## config.mk

```make
export PLATFORM = sky130hd
export DESIGN_NAME = sl_transmitter_flat
export DESIGN_NICKNAME = d
export VERILOG_FILES = /design/src/rtl/sl_pkg.sv /design/src/rtl/sl_transmitter_if.sv /design/src/rtl/sl_bit_timer.sv /design/src/rtl/sl_transmitter.sv /design/src/flat_wrapper.sv
export SDC_FILE = /design/constraint.sdc
export NUM_CORES = 1
export LEC_CHECK = 0
export CAP_MARGIN = 15
export CORE_ASPECT_RATIO = 1.25
export CORE_UTILIZATION = 55
export DETAILED_ROUTE_END_ITERATION = 10
export PLACE_DENSITY = 0.77
export SYNTH_ARGS = -nofsm -noshare
export SYNTH_HDL_FRONTEND = slang
export SYNTH_SLANG_ARGS = --single-unit
```

## constraint.sdc

```tcl
create_clock -name clk -period 6.9 [get_ports clk]
set_input_delay 1.38 -clock clk [delete_from_list [all_inputs] [get_ports clk]]
set_output_delay 1.38 -clock clk [all_outputs]
set_load 0.05 [all_outputs]
```

## src/rtl/sl_pkg.sv

```systemverilog
// sl_pkg: shared constants, CONFIG field positions, FSM states and half-bit period helper for sl_transmitter
package sl_pkg;
  localparam int MAX_LEN = 32;
  localparam int BASE_DIV = 4;
  localparam logic ADDR_DATA = 1'b0;
  localparam logic ADDR_CFG = 1'b1;
  localparam int LEN_LSB = 0;
  localparam int LEN_W = 6;
  localparam int FREQ_LSB = 7;
  localparam int FREQ_W = 3;
  localparam int BUSY_BIT = 16;
  localparam int REM_LSB = 17;
  typedef enum logic [2:0] {IDLE, BIT, PARITY, STOP, GAP} state_e;
  function automatic logic [7:0] half_period(input logic [FREQ_W-1:0] freq);
    return 8'(BASE_DIV << freq);
  endfunction
endpackage

```

## src/rtl/sl_transmitter_if.sv

```systemverilog
// sl_transmitter_if: register bus (d_in, wr_en, addr in; d_out out) with master/slave modports
interface sl_transmitter_if;
  logic [31:0] d_in;
  logic [31:0] d_out;
  logic wr_en;
  logic addr;
  modport master(output d_in, wr_en, addr, input d_out);
  modport slave(input d_in, wr_en, addr, output d_out);
endinterface

```

## src/rtl/sl_bit_timer.sv

```systemverilog
// sl_bit_timer: half-bit prescaler; ports clk, rst, start_i (reload), en_i, freq_i, phase_end_o (one-clk tick every H clocks)
module sl_bit_timer
  import sl_pkg::*;
(
  input  logic              clk,
  input  logic              rst,
  input  logic              start_i,
  input  logic              en_i,
  input  logic [FREQ_W-1:0] freq_i,
  output logic              phase_end_o
);
  logic [7:0] cnt_q, cnt_d, reload;
  always_comb begin
    reload = half_period(freq_i) - 8'd1;
    cnt_d = start_i ? reload : !en_i ? cnt_q : cnt_q == 8'd0 ? reload : cnt_q - 8'd1;
  end
  always_ff @(posedge clk) begin
    if (rst) cnt_q <= 8'd0;
    else cnt_q <= cnt_d;
  end
  assign phase_end_o = en_i && cnt_q == 8'd0;
endmodule

```

## src/rtl/sl_transmitter.sv

```systemverilog
// sl_transmitter: SL0/SL1 serializer with register bus; ports clk, rst, bus (slave: d_in, wr_en, addr, d_out), SL0, SL1; SL_TX_REMAIN_CNT_EN adds remaining-bit count at d_out[22:17]
module sl_transmitter
  import sl_pkg::*;
(
  input  logic               clk,
  input  logic               rst,
  sl_transmitter_if.slave    bus,
  output logic               SL0,
  output logic               SL1
);
  state_e state_q, state_d;
  logic half_q, half_d;
  logic [4:0] bit_q, bit_d;
  logic [31:0] data_q, data_d, mask, rd_cfg;
  logic [LEN_W-1:0] len_q, len_d, len_in;
  logic [FREQ_W-1:0] freq_q, freq_d, freq_in;
  logic sl0_q, sl0_d, sl1_q, sl1_d;
  logic busy, wr_data, wr_cfg, tick, cur_bit, low;
  assign busy = state_q != IDLE;
  assign wr_data = bus.wr_en && bus.addr == ADDR_DATA && !busy && len_q != '0;
  assign wr_cfg = bus.wr_en && bus.addr == ADDR_CFG && !busy;
  assign mask = 32'((64'd1 << len_q) - 64'd1);
  assign len_in = bus.d_in[LEN_LSB+:LEN_W] > LEN_W'(MAX_LEN) ? LEN_W'(MAX_LEN) : bus.d_in[LEN_LSB+:LEN_W];
  assign freq_in = bus.d_in[FREQ_LSB+:FREQ_W] > 3'd5 ? 3'd5 : bus.d_in[FREQ_LSB+:FREQ_W];
  sl_bit_timer u_timer (
    .clk        (clk),
    .rst        (rst),
    .start_i    (wr_data),
    .en_i       (busy),
    .freq_i     (freq_q),
    .phase_end_o(tick)
  );
  always_comb begin
    state_d = state_q;
    half_d = half_q;
    bit_d = bit_q;
    data_d = data_q;
    len_d = wr_cfg ? len_in : len_q;
    freq_d = wr_cfg ? freq_in : freq_q;
    if (wr_data) begin
      state_d = BIT;
      half_d = 1'b0;
      bit_d = 5'(len_q - 6'd1);
      data_d = bus.d_in & mask;
    end else if (tick) begin
      case (state_q)
        BIT: begin
          half_d = !half_q;
          if (half_q && bit_q == 5'd0) state_d = PARITY;
          else if (half_q) bit_d = bit_q - 5'd1;
        end
        PARITY: begin
          half_d = !half_q;
          if (half_q) state_d = STOP;
        end
        STOP: state_d = GAP;
        GAP: state_d = IDLE;
        default: state_d = IDLE;
      endcase
    end
    // Lines are derived from next-state values so the registered outputs change on the same edge as the FSM.
    cur_bit = state_d == PARITY ? ~^data_d : data_d[bit_d];
    low = (state_d == BIT || state_d == PARITY) && !half_d;
    sl0_d = !(state_d == STOP || (low && !cur_bit));
    sl1_d = !(state_d == STOP || (low && cur_bit));
  end
  always_ff @(posedge clk) begin
    if (rst) begin
      state_q <= IDLE;
      half_q <= 1'b0;
      bit_q <= 5'd0;
      data_q <= 32'd0;
      len_q <= LEN_W'(MAX_LEN);
      freq_q <= '0;
      sl0_q <= 1'b1;
      sl1_q <= 1'b1;
    end else begin
      state_q <= state_d;
      half_q <= half_d;
      bit_q <= bit_d;
      data_q <= data_d;
      len_q <= len_d;
      freq_q <= freq_d;
      sl0_q <= sl0_d;
      sl1_q <= sl1_d;
    end
  end
  always_comb begin
    rd_cfg = '0;
    rd_cfg[LEN_LSB+:LEN_W] = len_q;
    rd_cfg[FREQ_LSB+:FREQ_W] = freq_q;
    rd_cfg[BUSY_BIT] = busy;
`ifdef SL_TX_REMAIN_CNT_EN
    rd_cfg[REM_LSB+:6] = state_q == BIT ? 6'(bit_q) + 6'd2 : state_q == PARITY ? 6'd1 : 6'd0;
`endif
  end
  assign bus.d_out = bus.addr == ADDR_DATA ? data_q : rd_cfg;
  assign SL0 = sl0_q;
  assign SL1 = sl1_q;
endmodule

```

## src/flat_wrapper.sv

```systemverilog
// flat-port wrapper written by rule: the top's interface ports become plain ports
module sl_transmitter_flat import sl_pkg::*;
  (clk, rst, SL0, SL1, bus_d_in, bus_wr_en, bus_addr, bus_d_out);
  sl_transmitter_if bus_i ();
  input  logic clk;
  input  logic rst;
  output logic SL0;
  output logic SL1;
  input wire logic [$bits(bus_i.d_in)-1:0] bus_d_in;
  input wire logic [$bits(bus_i.wr_en)-1:0] bus_wr_en;
  input wire logic [$bits(bus_i.addr)-1:0] bus_addr;
  output wire logic [$bits(bus_i.d_out)-1:0] bus_d_out;
  assign bus_i.d_in = bus_d_in;
  assign bus_i.wr_en = bus_wr_en;
  assign bus_i.addr = bus_addr;
  assign bus_d_out = bus_i.d_out;
  sl_transmitter u_core (.clk(clk), .rst(rst), .bus(bus_i), .SL0(SL0), .SL1(SL1));
endmodule
```

==> results of run 1 <==
[per-layer routing]
layer  vias up  share of wire, %  GRT usage (%)
li1       2549                 -              -
met1      2519                41           43.9
met2       274                49           56.2
met3        52               5.9           5.66
met4         0               4.4           17.7
met5         -                 0              0
[report_power, final]
part	switching, mW	internal [mW]	total [mW]
Clock	0.160	0.250	0.410
Combinational	0.496	0.382	0.878
Sequential	0.0455	0.393	0.439
Total	0.702	1.03	1.73
[critical path: cells and delay by family (launching register included)]
family,cells,cell delay [ns]
XOR/XNOR,5,1.43
buffers and inverters,2,0.72
flip-flops,1,0.47
AND/OR/NAND/NOR,3,0.76
adder cells (fa/ha/maj),1,0.77
AO/OA/AOI/OAI,4,1.24
[cell type report]
| type | instances | area [sq um] |
|---|---|---|
| clock buffers | 11 | 243 |
| well taps | 123 | 154 |
| multi-input cells | 563 | 3740 |
| fillers | 860 | 3010 |
| inverters | 12 | 45.0 |
| repair buffers | 78 | 753 |
| clock inverters | 5 | 27.5 |
| flip-flops and latches | 60 | 1200 |
[cells in the final DEF (no fill, tap or decap), types with 8 or more instances in the layout]
cell type / count
nor3b_1: 11
ha_1: 9
xnor2_1: 24
and2_1: 12
a21oi_1: 47
a2bb2oi_1: 8
dfxtp_1: 60
mux2_2: 14
xor2_1: 17
o22ai_1: 8
nand2_1: 79
inv_1: 12
clkdlybuf4s50_1: 68
nor3_1: 12
a211oi_1: 9
o21ai_0: 30
buf_4: 9
nand3_1: 20
and3_1: 8
nor2_1: 72
clkbuf_16: 9
nor2b_1: 37
[cells by family (layout without fill, tap and decap cells)]
family | after synthesis | in the layout
buffers and inverters | 65 | 106
adders and majority gates | 9 | 9
muxes | 21 | 21
DFF | 60 | 60
AOI/OAI and AO/OA | 181 | 181
and+or+nand+nor | 303 | 303
xor gates and xnor gates | 49 | 49
[registers in the layout, summed over array words and instances (netlist names)]
signal / count
u_core.SL0: 1
u_core.SL1: 1
u_core.bit_q: 5
u_core.data_q: 32
u_core.freq_q: 3
u_core.half_q: 1
u_core.len_q: 6
u_core.state_q: 3
u_core.u_timer.cnt_q: 8
[worst min path at each step]
stage,startpoint,endpoint,slack [ns],depth (start not counted)
6_report,u_core.data_q[7],u_core.data_q[7],0.50,2
5_1_grt,u_core.data_q[7],u_core.data_q[7],0.55,2
4_1_cts,u_core.data_q[7],u_core.data_q[7],0.50,2
3_5_place_dp,u_core.data_q[7],u_core.data_q[7],0.50,2
3_3_place_gp,u_core.u_timer.cnt_q[4],u_core.u_timer.cnt_q[4],0.47,2
2_1_floorplan,u_core.u_timer.cnt_q[4],u_core.u_timer.cnt_q[4],0.45,2
==> parameters.txt, run 1 <==
Parameter                              Value

Power and ir drop
  Static power due to leakage ... 2.34 nW
  Total power after layout ... 1.73 mW
  Largest vdd supply drop ... 161 uV
  PwrDens ... 280 mW/mm^2

Timing
  Worst rel slew slack ... 27.2%
  Final number of setup-violating endpoints ... 0
  Post-layout minimum cycle time ... 5.55 ns
  Setup repair after global routing missed its margin ... false
  Final hold violations ... 0
  Hold_ws ... 0.501 ns
  Setup tns final ... 0 ns
  Worst clock skew ... 0.00749 ns
  Slew of the pin with the lowest slew margin ... 1.09 ns
  Maximum clock frequency ... 0.180 GHz
  Final number of max-transition violations ... 0
  Tcrit/Tclk final ... 80.4%
  Final worst setup slack ... 1.35 ns

Die
  Core footprint ... 0.00917 sq mm
  Starting density of the core ... 57.0%
  X dimension of the die ... 89.2 um
  Die Span Y ... 111 um
  Placement row count ... 39
  Die ar. ... 0.00991 sq mm
  Top-level I/O count ... 70

Critical path
  Slowest library cell on the worst path ... o311ai_4
  Kind of capture point of the worst setup path ... register
  Slowest Stage Delay on Critical Path ... 0.85 ns
  R2r setup slk ... 1.35 ns
  Highest fanout seen on the critical path ... 42
  Crit path launch type ... register
  Crit Path Class ... register to register
  CP endpoint ... u_core.SL0
  Required @ worst endpoint ... 7.11 ns
  Launch point of the critical path ... u_core.len_q[0]
  Reg-to-Reg Start ... u_core.len_q[0]
  Cell count of the worst reg-to-reg path ... 15
  Reg2Reg Capture Point ... u_core.SL0
  Most frequent cell on the critical path ... xnor3_1
  Worst path arrival time ... 5.76 ns
  Critical-path cell list ... inv_1 -> ha_1 -> or3b_4 -> o311ai_4 -> buf_4 -> and2_1 -> a31oi_1 -> xnor2_1 -> xnor2_1 -> xnor3_1 -> xnor3_1 -> xnor3_1 -> o21ba_1 -> o22ai_1 -> nand2_1

Synthesis
  Total nets after synthesis ... 733
  Total standard cell area after synthesis ... 0.00523 sq mm
  Seq cells post-synth ... 60
  Dominant cells by area after synthesis ... dfxtp_1 23%, nand2_1 5.7%, nor2_1 5.2%
  Cell type contributing the most total cell area after synthesis ... dfxtp_1
  Xor-xnor portion of the synthesized cell area ... 10.2%
  Most used DFF post-synth ... dfxtp_1
  Number of instances in the synthesized netlist ... 688
  Area share of and/or/nand/nor cells after synthesis ... 30.4%
  Mean instance size in the synthesized netlist ... 7.60 sq um
  Sequential area share after synthesis ... 23.0%
  Number of synthesized flops with an enable pin ... 0
  Post-synthesis async set-or-reset flop share ... 0%
  Most numerous cell in the Yosys netlist ... nand2_1
  Fraction of synthesized area in multiplexers ... 4.35%
  Ys Warns ... 0
  Combinational family with the most area after synthesis ... simple AND/OR/NAND/NOR gates
  Area share of the leading cell type in the synthesized netlist ... 23.0%
  Share of the synthesized area in compound gates (AO/OA/AOI/OAI) ... 24.2%
  Number of different library cells in the post-synthesis netlist ... 85
  Fraction of the mapped netlist area in adder cells ... 2.15%
  Synth cell count leaders ... 79 x nand2_1, 72 x nor2_1, 60 x dfxtp_1

Route
  Residual antenna-violating net count after detailed routing ... 0
  Drt via density ... 6.33
  WL/cell ... 20.0 um
  Final wirelength ... 17000 um
  Number of remaining DRC errors ... 0
  Routed via count ... 5394
  Count of TritonRoute iterations in the first routing pass ... 5
  Number of violations reported at the end of detailed-routing iteration 0 ... 481

Place
  Post-Place Worst Slack ... 1.22 ns
  Count of input and output buffers ... 69
  Area post-placement ... 0.00589 sq mm
  Routability-driven placement congestion ratio ... 0.952
  Post-detail-place hpwl ... 12400 um
  Placed instance count ... 836

CTS
  Number of gates resized after cts ... 0
  H-tree Lvls ... 3
  Count of hold buffers inserted by post-cts repair ... 0
  CTS max path bufs ... 2
  Clock latency reported for the late side of the worst-skew pair ... 0.33 ns
  Root buffer cell ... clkbuf_16
  Number of CTS-inserted buffers ... 9
  Clock input transition at the sequential cells of the worst setup and hold paths ... 0.05 ns
  TritonCTS clock tree ... yes
  CTS sink count ... 60
  Post-CTS repair timing setup buffer count ... 0

Cells and area
  Antenna diode count ... 0
  Area overhead of the layout relative to synthesis ... 17.8%
  Final instance count without filler cells ... 852
  Count of nets after finishing ... 769
  Layout Cell Area excl Fill ... 0.00616 sq mm
  Fraction of final layout cells with drive strength greater than 1 ... 9.33%
  Final cell utilization of the core ... 67.2%

Global route
  Pin count of the biggest net entering global routing ... 60
  Vias in the first global route ... 5080
  Antenna violations before repair ... 0
  Global-route wire length before repair ... 26300 um
  GRT overflow ... 0
  Overall track demand over capacity in global routing ... 34.8%

Job
  Max-cap violations ... 0

Status
  Status ... complete, no violations

Min path
  Class of the tightest hold or removal check ... register to register
No activity file was read; power rests on OpenSTA's default activity.
==> run 2: changes to the inputs <==
--- a/config.mk
+++ b/config.mk
@@ -7,9 +7,9 @@
 export LEC_CHECK = 0
 export CAP_MARGIN = 15
 export CORE_ASPECT_RATIO = 1.25
-export CORE_UTILIZATION = 55
+export CORE_UTILIZATION = 51
 export DETAILED_ROUTE_END_ITERATION = 10
-export PLACE_DENSITY = 0.77
+export PLACE_DENSITY = 0.75
 export SYNTH_ARGS = -nofsm -noshare
 export SYNTH_HDL_FRONTEND = slang
 export SYNTH_SLANG_ARGS = --single-unit
==> constraint.sdc (replaced) <==
create_clock -name clk -period 4.8 [get_ports clk]
set_input_delay 0.96 -clock clk [delete_from_list [all_inputs] [get_ports clk]]
set_output_delay 0.96 -clock clk [all_outputs]
set_load 0.05 [all_outputs]
==> parameters.txt, run 2 (same netlist as run 1, synthesis figures left out) <==
Parameter                              Value

Route
  Drt via density ... 6.23 (was 6.33)
  Routed via count ... 5399 (was 5394)
  Final wirelength ... 17400 um (was 17000 um)
  WL/cell ... 20.0 um (about the same)
  Count of TritonRoute iterations in the first routing pass ... 5 (unchanged)
  Residual antenna-violating net count after detailed routing ... 0 (unchanged)
  Number of remaining DRC errors ... 0 (unchanged)
  Number of violations reported at the end of detailed-routing iteration 0 ... 407 (was 481)

Critical path
  Highest fanout seen on the critical path ... 8 (was 42)
  Reg2Reg Capture Point ... u_core.SL0 (unchanged)
  Kind of capture point of the worst setup path ... register (unchanged)
  Crit path launch type ... register (unchanged)
  Required @ worst endpoint ... 5.02 ns (was 7.11 ns)
  Reg-to-Reg Start ... u_core.len_q[1] (was u_core.len_q[0])
  Worst path arrival time ... 4.78 ns (was 5.76 ns)
  Cell count of the worst reg-to-reg path ... 17 (was 15)
  Crit Path Class ... register to register (unchanged)
  R2r setup slk ... 0.24 ns (was 1.35 ns)

Place
  Placed instance count ... 850 (was 836)
  Area post-placement ... 0.00598 sq mm (was 0.00589 sq mm)
  Post-detail-place hpwl ... 13100 um (was 12400 um)
  Post-Place Worst Slack ... 0.207 ns (was 1.22 ns)
  Routability-driven placement congestion ratio ... 0.954 (was 0.952)
  Count of input and output buffers ... 69 (unchanged)

Timing
  Final worst setup slack ... 0.237 ns (was 1.35 ns)
  Final hold violations ... 0 (unchanged)
  Final number of setup-violating endpoints ... 0 (unchanged)
  Final number of max-transition violations ... 0 (unchanged)
  Setup tns final ... 0 ns (unchanged)
  Post-layout minimum cycle time ... 4.56 ns (was 5.55 ns)
  Slew of the pin with the lowest slew margin ... 1.12 ns (was 1.09 ns)
  Tcrit/Tclk final ... 95.1% (was 80.4%)
  Worst rel slew slack ... 25.4% (was 27.2%)
  Setup repair after global routing missed its margin ... false (unchanged)
  Worst clock skew ... 0.00582 ns (was 0.00749 ns)
  Maximum clock frequency ... 0.219 GHz (was 0.180 GHz)

Min path
  Hold path depth ... 2 (unchanged)
  Class of the tightest hold or removal check ... register to register (unchanged)
  Min-delay src ... u_core.u_timer.cnt_q[4] (was u_core.data_q[7])
  Terminating pin of the worst hold path ... u_core.u_timer.cnt_q[4] (was u_core.data_q[7])

Cells and area
  Biggest register ... u_core.data_q (unchanged)
  Fill cell instance count of the final layout ... 902 (was 860)
  Layout Cell Area excl Fill ... 0.00630 sq mm (was 0.00616 sq mm)
  Largest register FFs ... 32 (unchanged)
  Count of nets after finishing ... 780 (was 769)
  Final instance count without filler cells ... 866 (was 852)
  Biggest regs ... u_core.data_q (32), u_core.u_timer.cnt_q (8), u_core.len_q (6) (unchanged)
  Commonest cells after routing, fill and taps aside ... 79 x nand2_1, 72 x nor2_1, 60 x dfxtp_1 (was 79 x nand2_1, 72 x nor2_1, 68 x clkdlybuf4s50_1)
  Most frequent standard cell in the layout excluding fill and tap cells ... nand2_1 (unchanged)
  Antenna diode count ... 0 (unchanged)
  Fraction of final layout cells with drive strength greater than 1 ... 12.2% (was 9.33%)
  Area overhead of the layout relative to synthesis ... 20.5% (was 17.8%)

Global route
  Vias in the first global route ... 5234 (was 5080)
  Global-route wire length before repair ... 27200 um (was 26300 um)
  Overall track demand over capacity in global routing ... 33.1% (was 34.8%)
  Antenna violations before repair ... 0 (unchanged)
  Pin count of the biggest net entering global routing ... 65 (was 60)
  GRT overflow ... 0 (unchanged)

CTS
  Number of CTS-inserted buffers ... 9 (unchanged)
  CTS max path bufs ... 2 (unchanged)
  CTS sink count ... 60 (unchanged)
  Number of gates resized after cts ... 0 (unchanged)
  Root buffer cell ... clkbuf_16 (unchanged)
  H-tree Lvls ... 3 (unchanged)
  Count of hold buffers inserted by post-cts repair ... 0 (unchanged)
  Post-CTS repair timing setup buffer count ... 0 (unchanged)
  TritonCTS clock tree ... yes (unchanged)
  Clock input transition at the sequential cells of the worst setup and hold paths ... 0.05 ns (about the same)
  Clock latency reported for the late side of the worst-skew pair ... 0.33 ns (about the same)

Power and ir drop
  Total power after layout ... 2.61 mW (was 1.73 mW)
  PwrDens ... 414 mW/mm^2 (was 280 mW/mm^2)
  Static power due to leakage ... 2.44 nW (was 2.34 nW)
  Logic pwr share ... 48.7% (was 50.9%)
  Fraction of power spent switching nets ... 38.9% (was 40.6%)
  Switching power summed over all nets ... 1.02 mW (was 0.702 mW)
  Largest vdd supply drop ... 172 uV (was 161 uV)
  Internal Pwr Total ... 1.59 mW (was 1.03 mW)
  Register share of total power ... 24.3% (was 25.4%)
  Portion of total power attributed to the clock network ... 27.0% (was 23.7%)

Status
  Status ... complete, no violations (unchanged)

Die
  Die Span Y ... 115 um (was 111 um)
  Placement row count ... 40 (was 39)
  Die ar. ... 0.0107 sq mm (was 0.00991 sq mm)
  Starting density of the core ... 53.3% (was 57.0%)
  Core footprint ... 0.00981 sq mm (was 0.00917 sq mm)
  Top-level I/O count ... 70 (unchanged)
  X dimension of the die ... 92.6 um (was 89.2 um)

Job
  Max-cap violations ... 0 (unchanged)
==> run 2: cell count changes in the layout (fill, tap and decap cells not counted) <==
| cell | change |
|---|---|
| buf_4 | +19 |
| clkdlybuf4s50_1 | -10 |
| clkinv_2 | -3 |
| buf_12 | +2 |
| bufinv_16 | +2 |
| clkinvlp_4 | +2 |
| clkbuf_1 | -1 |
==> run 2: worst max-delay path, cell delays in order, from the launching register on <==
cell and delay (ns):
dfxtp_1 0.36, inv_1 0.13, ha_1 0.18, or3b_4 0.42, or3_1 0.32, ha_1 0.28, nor3b_1 0.19, a22oi_1 0.27
xor2_1 0.26, nand3_1 0.12, a21boi_0 0.17, xnor2_1 0.26, xnor3_1 0.30, xnor3_1 0.38, xnor3_1 0.42, o21ba_1 0.19
o22ai_1 0.13, nand2_1 0.07
==> run 2: worst max path at each step <==
stage / depth (start not counted) / from / endpoint
floorplan: 18 / u_core.len_q[0] / u_core.SL0
global placement: 14 / bus_wr_en / u_core.SL0
global route: 15 / u_core.len_q[1] / u_core.SL0
finish: 17 / u_core.len_q[1] / u_core.SL0
CTS: 17 / u_core.len_q[1] / u_core.SL0
detailed placement: 14 / bus_wr_en / u_core.SL0
==> run 2: layout make-up <==
cell class / count / area, sq um / area share, %
multi-input cells: 563 / 3740 / 59.3
repair buffers: 89 / 836 / 13.3
well taps: 126 / 158 / 2.50
clock buffers: 10 / 239 / 3.79
flip-flops and latches: 60 / 1200 / 19.1
inverters: 12 / 45.0 / 0.715
clock inverters: 6 / 87.6 / 1.39
==> run 2: per-layer routing <==
layer / vias to the layer above / track usage [%] / routed length, um
met5: - / 0 / 0
met3: 44 / 4.56 / 846
met1: 2582 / 39.9 / 7160
met2: 199 / 58.3 / 8760
met4: 0 / 14.6 / 596
li1: 2574 / - / -
==> run 2: metrics by stage <==
| step | util [%] | hold slack [ns] |
|---|---|---|
| 2_1_floorplan | - | 0.453 |
| 3_5_place_dp | 60.9 | 0.495 |
| 4_1_cts | 64.3 | 0.501 |
| 5_1_grt | 64.3 | 0.541 |
| 6_report | 64.3 | 0.505 |
| 3_3_place_gp | 60.9 | 0.473 |
==> run 2: power by group through the flow <==
stage	sequential (mW)	combinational [mW]	clock, mW
floorplan	0.635	0.946	0
global placement	0.637	1.22	0
detailed placement	0.642	1.24	0
CTS	0.632	1.26	0.706
global route	0.643	1.36	0.732
finish	0.634	1.27	0.703
==> run 3: changes to the inputs <==
--- a/config.mk
+++ b/config.mk
@@ -7,9 +7,10 @@
 export LEC_CHECK = 0
 export CAP_MARGIN = 15
 export CORE_ASPECT_RATIO = 1.25
-export CORE_UTILIZATION = 51
+export CORE_UTILIZATION = 55
+export CTS_CLUSTER_SIZE = 10
 export DETAILED_ROUTE_END_ITERATION = 10
-export PLACE_DENSITY = 0.75
+export PLACE_DENSITY = 0.77
 export SYNTH_ARGS = -nofsm -noshare
 export SYNTH_HDL_FRONTEND = slang
 export SYNTH_SLANG_ARGS = --single-unit
==> constraint.sdc (replaced) <==
create_clock -name clk -period 5.9 [get_ports clk]
set_input_delay 1.18 -clock clk [delete_from_list [all_inputs] [get_ports clk]]
set_output_delay 1.18 -clock clk [all_outputs]
set_load 0.05 [all_outputs]
==> parameters.txt, run 3 (same netlist as run 1, synthesis figures left out) <==
Parameter                              Value

CTS
  Clock latency reported for the late side of the worst-skew pair ... 0.34 ns (was 0.33 ns)
  CTS sink count ... 60 (unchanged)
  Number of gates resized after cts ... 0 (unchanged)
  Number of CTS-inserted buffers ... 9 (unchanged)
  Root buffer cell ... clkbuf_16 (unchanged)
  Clock input transition at the sequential cells of the worst setup and hold paths ... 0.05 ns (about the same)
  H-tree Lvls ... 3 (unchanged)
  Post-CTS repair timing setup buffer count ... 0 (unchanged)
  TritonCTS clock tree ... yes (unchanged)
  CTS max path bufs ... 2 (unchanged)
  Count of hold buffers inserted by post-cts repair ... 0 (unchanged)

Power and ir drop
  Static power due to leakage ... 2.36 nW (was 2.44 nW)
  Logic pwr share ... 49.5% (was 48.7%)
  PwrDens ... 331 mW/mm^2 (was 414 mW/mm^2)
  Register share of total power ... 25.6% (was 24.3%)
  Fraction of power spent switching nets ... 39.4% (was 38.9%)
  Portion of total power attributed to the clock network ... 24.9% (was 27.0%)
  Internal Pwr Total ... 1.25 mW (was 1.59 mW)
  Switching power summed over all nets ... 0.810 mW (was 1.02 mW)
  Largest vdd supply drop ... 146 uV (was 172 uV)

Critical path
  Crit path launch type ... register (unchanged)
  Slowest Stage Delay on Critical Path ... 0.65 ns (was 0.42 ns)
  Required @ worst endpoint ... 6.12 ns (was 5.02 ns)
  Critical-path cell list ... inv_1 -> ha_1 -> or3b_4 -> or3_1 -> ha_1 -> inv_1 -> a31o_2 -> a221oi_2 -> xor2_1 -> and3_1 -> a21oi_1 -> xnor3_1 -> xnor3_1 -> xnor3_1 -> o21ba_1 -> o22ai_1 -> nand2_1 (was inv_1 -> ha_1 -> or3b_4 -> or3_1 -> ha_1 -> nor3b_1 -> a22oi_1 -> xor2_1 -> nand3_1 -> a21boi_0 -> xnor2_1 -> xnor3_1 -> xnor3_1 -> xnor3_1 -> o21ba_1 -> o22ai_1 -> nand2_1)
  Launch point of the critical path ... u_core.len_q[0] (was u_core.len_q[1])
  Worst path arrival time ... 5.09 ns (was 4.78 ns)
  Slowest library cell on the worst path ... dfxtp_1 (was or3b_4)
  Highest fanout seen on the critical path ... 14 (was 8)
  Path length in cells of the critical path ... 17 (unchanged)
  Cell class contributing the biggest share of worst-path delay ... XOR/XNOR gates (unchanged)
  Reg2Reg Capture Point ... u_core.SL0 (unchanged)
  Reg-to-Reg Start ... u_core.len_q[0] (was u_core.len_q[1])
  Cell count of the worst reg-to-reg path ... 17 (unchanged)
  R2r setup slk ... 1.03 ns (was 0.24 ns)
  Crit Path Class ... register to register (unchanged)
  CP bufs+invs ... 2 (was 1)
  Kind of capture point of the worst setup path ... register (unchanged)
  Most frequent cell on the critical path ... xnor3_1 (unchanged)

Global route
  Antenna violations before repair ... 0 (unchanged)
  Global-route wire length before repair ... 27100 um (was 27200 um)
  Pin count of the biggest net entering global routing ... 65 (unchanged)
  GRT overflow ... 0 (unchanged)
  Overall track demand over capacity in global routing ... 35.8% (was 33.1%)
  Vias in the first global route ... 5179 (was 5234)

Timing
  Worst clock skew ... 0.00462 ns (was 0.00582 ns)
  Final number of setup-violating endpoints ... 0 (unchanged)
  Slew of the pin with the lowest slew margin ... 1.10 ns (was 1.12 ns)
  Final number of max-transition violations ... 0 (unchanged)
  Setup repair after global routing missed its margin ... false (unchanged)
  Final hold violations ... 0 (unchanged)
  Post-layout minimum cycle time ... 4.87 ns (was 4.56 ns)
  Worst rel slew slack ... 26.7% (was 25.4%)
  Setup tns final ... 0 ns (unchanged)
  Maximum clock frequency ... 0.205 GHz (was 0.219 GHz)
  Tcrit/Tclk final ... 82.6% (was 95.1%)
  Final worst setup slack ... 1.03 ns (was 0.237 ns)

Min path
  Terminating pin of the worst hold path ... u_core.u_timer.cnt_q[4] (unchanged)
  Min-delay src ... u_core.u_timer.cnt_q[4] (unchanged)
  Class of the tightest hold or removal check ... register to register (unchanged)
  Hold path depth ... 2 (unchanged)

Cells and area
  Final instance count without filler cells ... 853 (was 866)
  Final cell utilization of the core ... 67.6% (was 64.3%)
  Count of nets after finishing ... 771 (was 780)
  Fraction of final layout cells with drive strength greater than 1 ... 9.18% (was 12.2%)
  Most frequent standard cell in the layout excluding fill and tap cells ... nand2_1 (unchanged)
  Fill cell instance count of the final layout ... 764 (was 902)
  Area overhead of the layout relative to synthesis ... 18.6% (was 20.5%)
  Antenna diode count ... 0 (unchanged)
  Largest register FFs ... 32 (unchanged)
  Commonest cells after routing, fill and taps aside ... 79 x nand2_1, 72 x nor2_1, 68 x clkdlybuf4s50_1 (was 79 x nand2_1, 72 x nor2_1, 60 x dfxtp_1)
  Biggest regs ... u_core.data_q (32), u_core.u_timer.cnt_q (8), u_core.len_q (6) (unchanged)
  Biggest register ... u_core.data_q (unchanged)

Die
  Starting density of the core ... 57.0% (was 53.3%)
  Top-level I/O count ... 70 (unchanged)
  Die Span Y ... 111 um (was 115 um)
  X dimension of the die ... 89.2 um (was 92.6 um)
  Core footprint ... 0.00917 sq mm (was 0.00981 sq mm)
  Die ar. ... 0.00991 sq mm (was 0.0107 sq mm)
  Placement row count ... 39 (was 40)

Place
  Count of input and output buffers ... 69 (unchanged)
  Post-Place Worst Slack ... 0.981 ns (was 0.207 ns)
  Placed instance count ... 838 (was 850)
  Post-detail-place hpwl ... 12700 um (was 13100 um)
  Routability-driven placement congestion ratio ... 0.994 (was 0.954)

Route
  Number of remaining DRC errors ... 0 (unchanged)
  Wire length on met1 ... 6990 um (was 7160 um)
  Routed via count ... 5497 (was 5399)
  Count of TritonRoute iterations in the first routing pass ... 5 (unchanged)
  WL/cell ... 20.6 um (was 20.0 um)
  Top layer used by detailed routing ... met4 (unchanged)
  Met2 Wirelength ... 8820 um (was 8760 um)
  Residual antenna-violating net count after detailed routing ... 0 (unchanged)
  Final wirelength ... 17600 um (was 17400 um)
  Drt via density ... 6.44 (was 6.23)
  Number of violations reported at the end of detailed-routing iteration 0 ... 518 (was 407)
  Met3 Routed Length ... 1020 um (was 846 um)

Status
  Status ... complete, no violations (unchanged)

Job
  Max-cap violations ... 0 (unchanged)
==> run 3: power groups by stage <==
stage | registers (mW) | logic [mW] | clock network (mW)
after CTS | 0.524 | 0.999 | 0.514
after global placement | 0.528 | 0.975 | 0
after detailed placement | 0.532 | 0.991 | 0
final | 0.527 | 1.02 | 0.512
after floorplan | 0.517 | 0.770 | 0
after global routing | 0.534 | 1.08 | 0.527
==> run 3: worst min-delay path, delay by kind of cell, from the launching register on <==
family / cells / cell delay [ns]
AO/OA/AOI/OAI: 2 / 0.14
flip-flops: 1 / 0.32
==> run 3: area by class of cell <==
type / instances / area, sq um / area share (%)
multi-input combinational: 563 / 3740 / 60.2
sequential: 60 / 1200 / 19.4
timing repair buffer: 80 / 781 / 12.6
clock buffer: 13 / 250 / 4.03
tap: 123 / 154 / 2.48
inverter: 12 / 45.0 / 0.726
clock inverter: 2 / 35.0 / 0.565
==> run 3: worst max path at each step <==
| stage | endpoint |
|---|---|
| floorplan | u_core.SL0 |
| global placement | u_core.SL0 |
| detailed placement | u_core.SL0 |
| CTS | u_core.SL0 |
| global route | u_core.SL0 |
| finish | u_core.SL0 |
==> run 3: metrics by stage <==
step | hold slack, ns | power, mW | area [sq um]
after global routing | 0.533 | 2.15 | 6200
after global placement | 0.475 | 1.50 | 5920
final | 0.522 | 2.06 | 6200
after CTS | 0.513 | 2.04 | 6200
after detailed placement | 0.498 | 1.52 | 5920
after floorplan | 0.453 | 1.29 | 5230
==> run 3: layer usage <==
layer | vias to the layer above | track usage (%)
met1 | 2608 | 44.3
met3 | 64 | 3.80
li1 | 2548 | -
met5 | - | 0
met2 | 277 | 60.4
met4 | 0 | 17.5
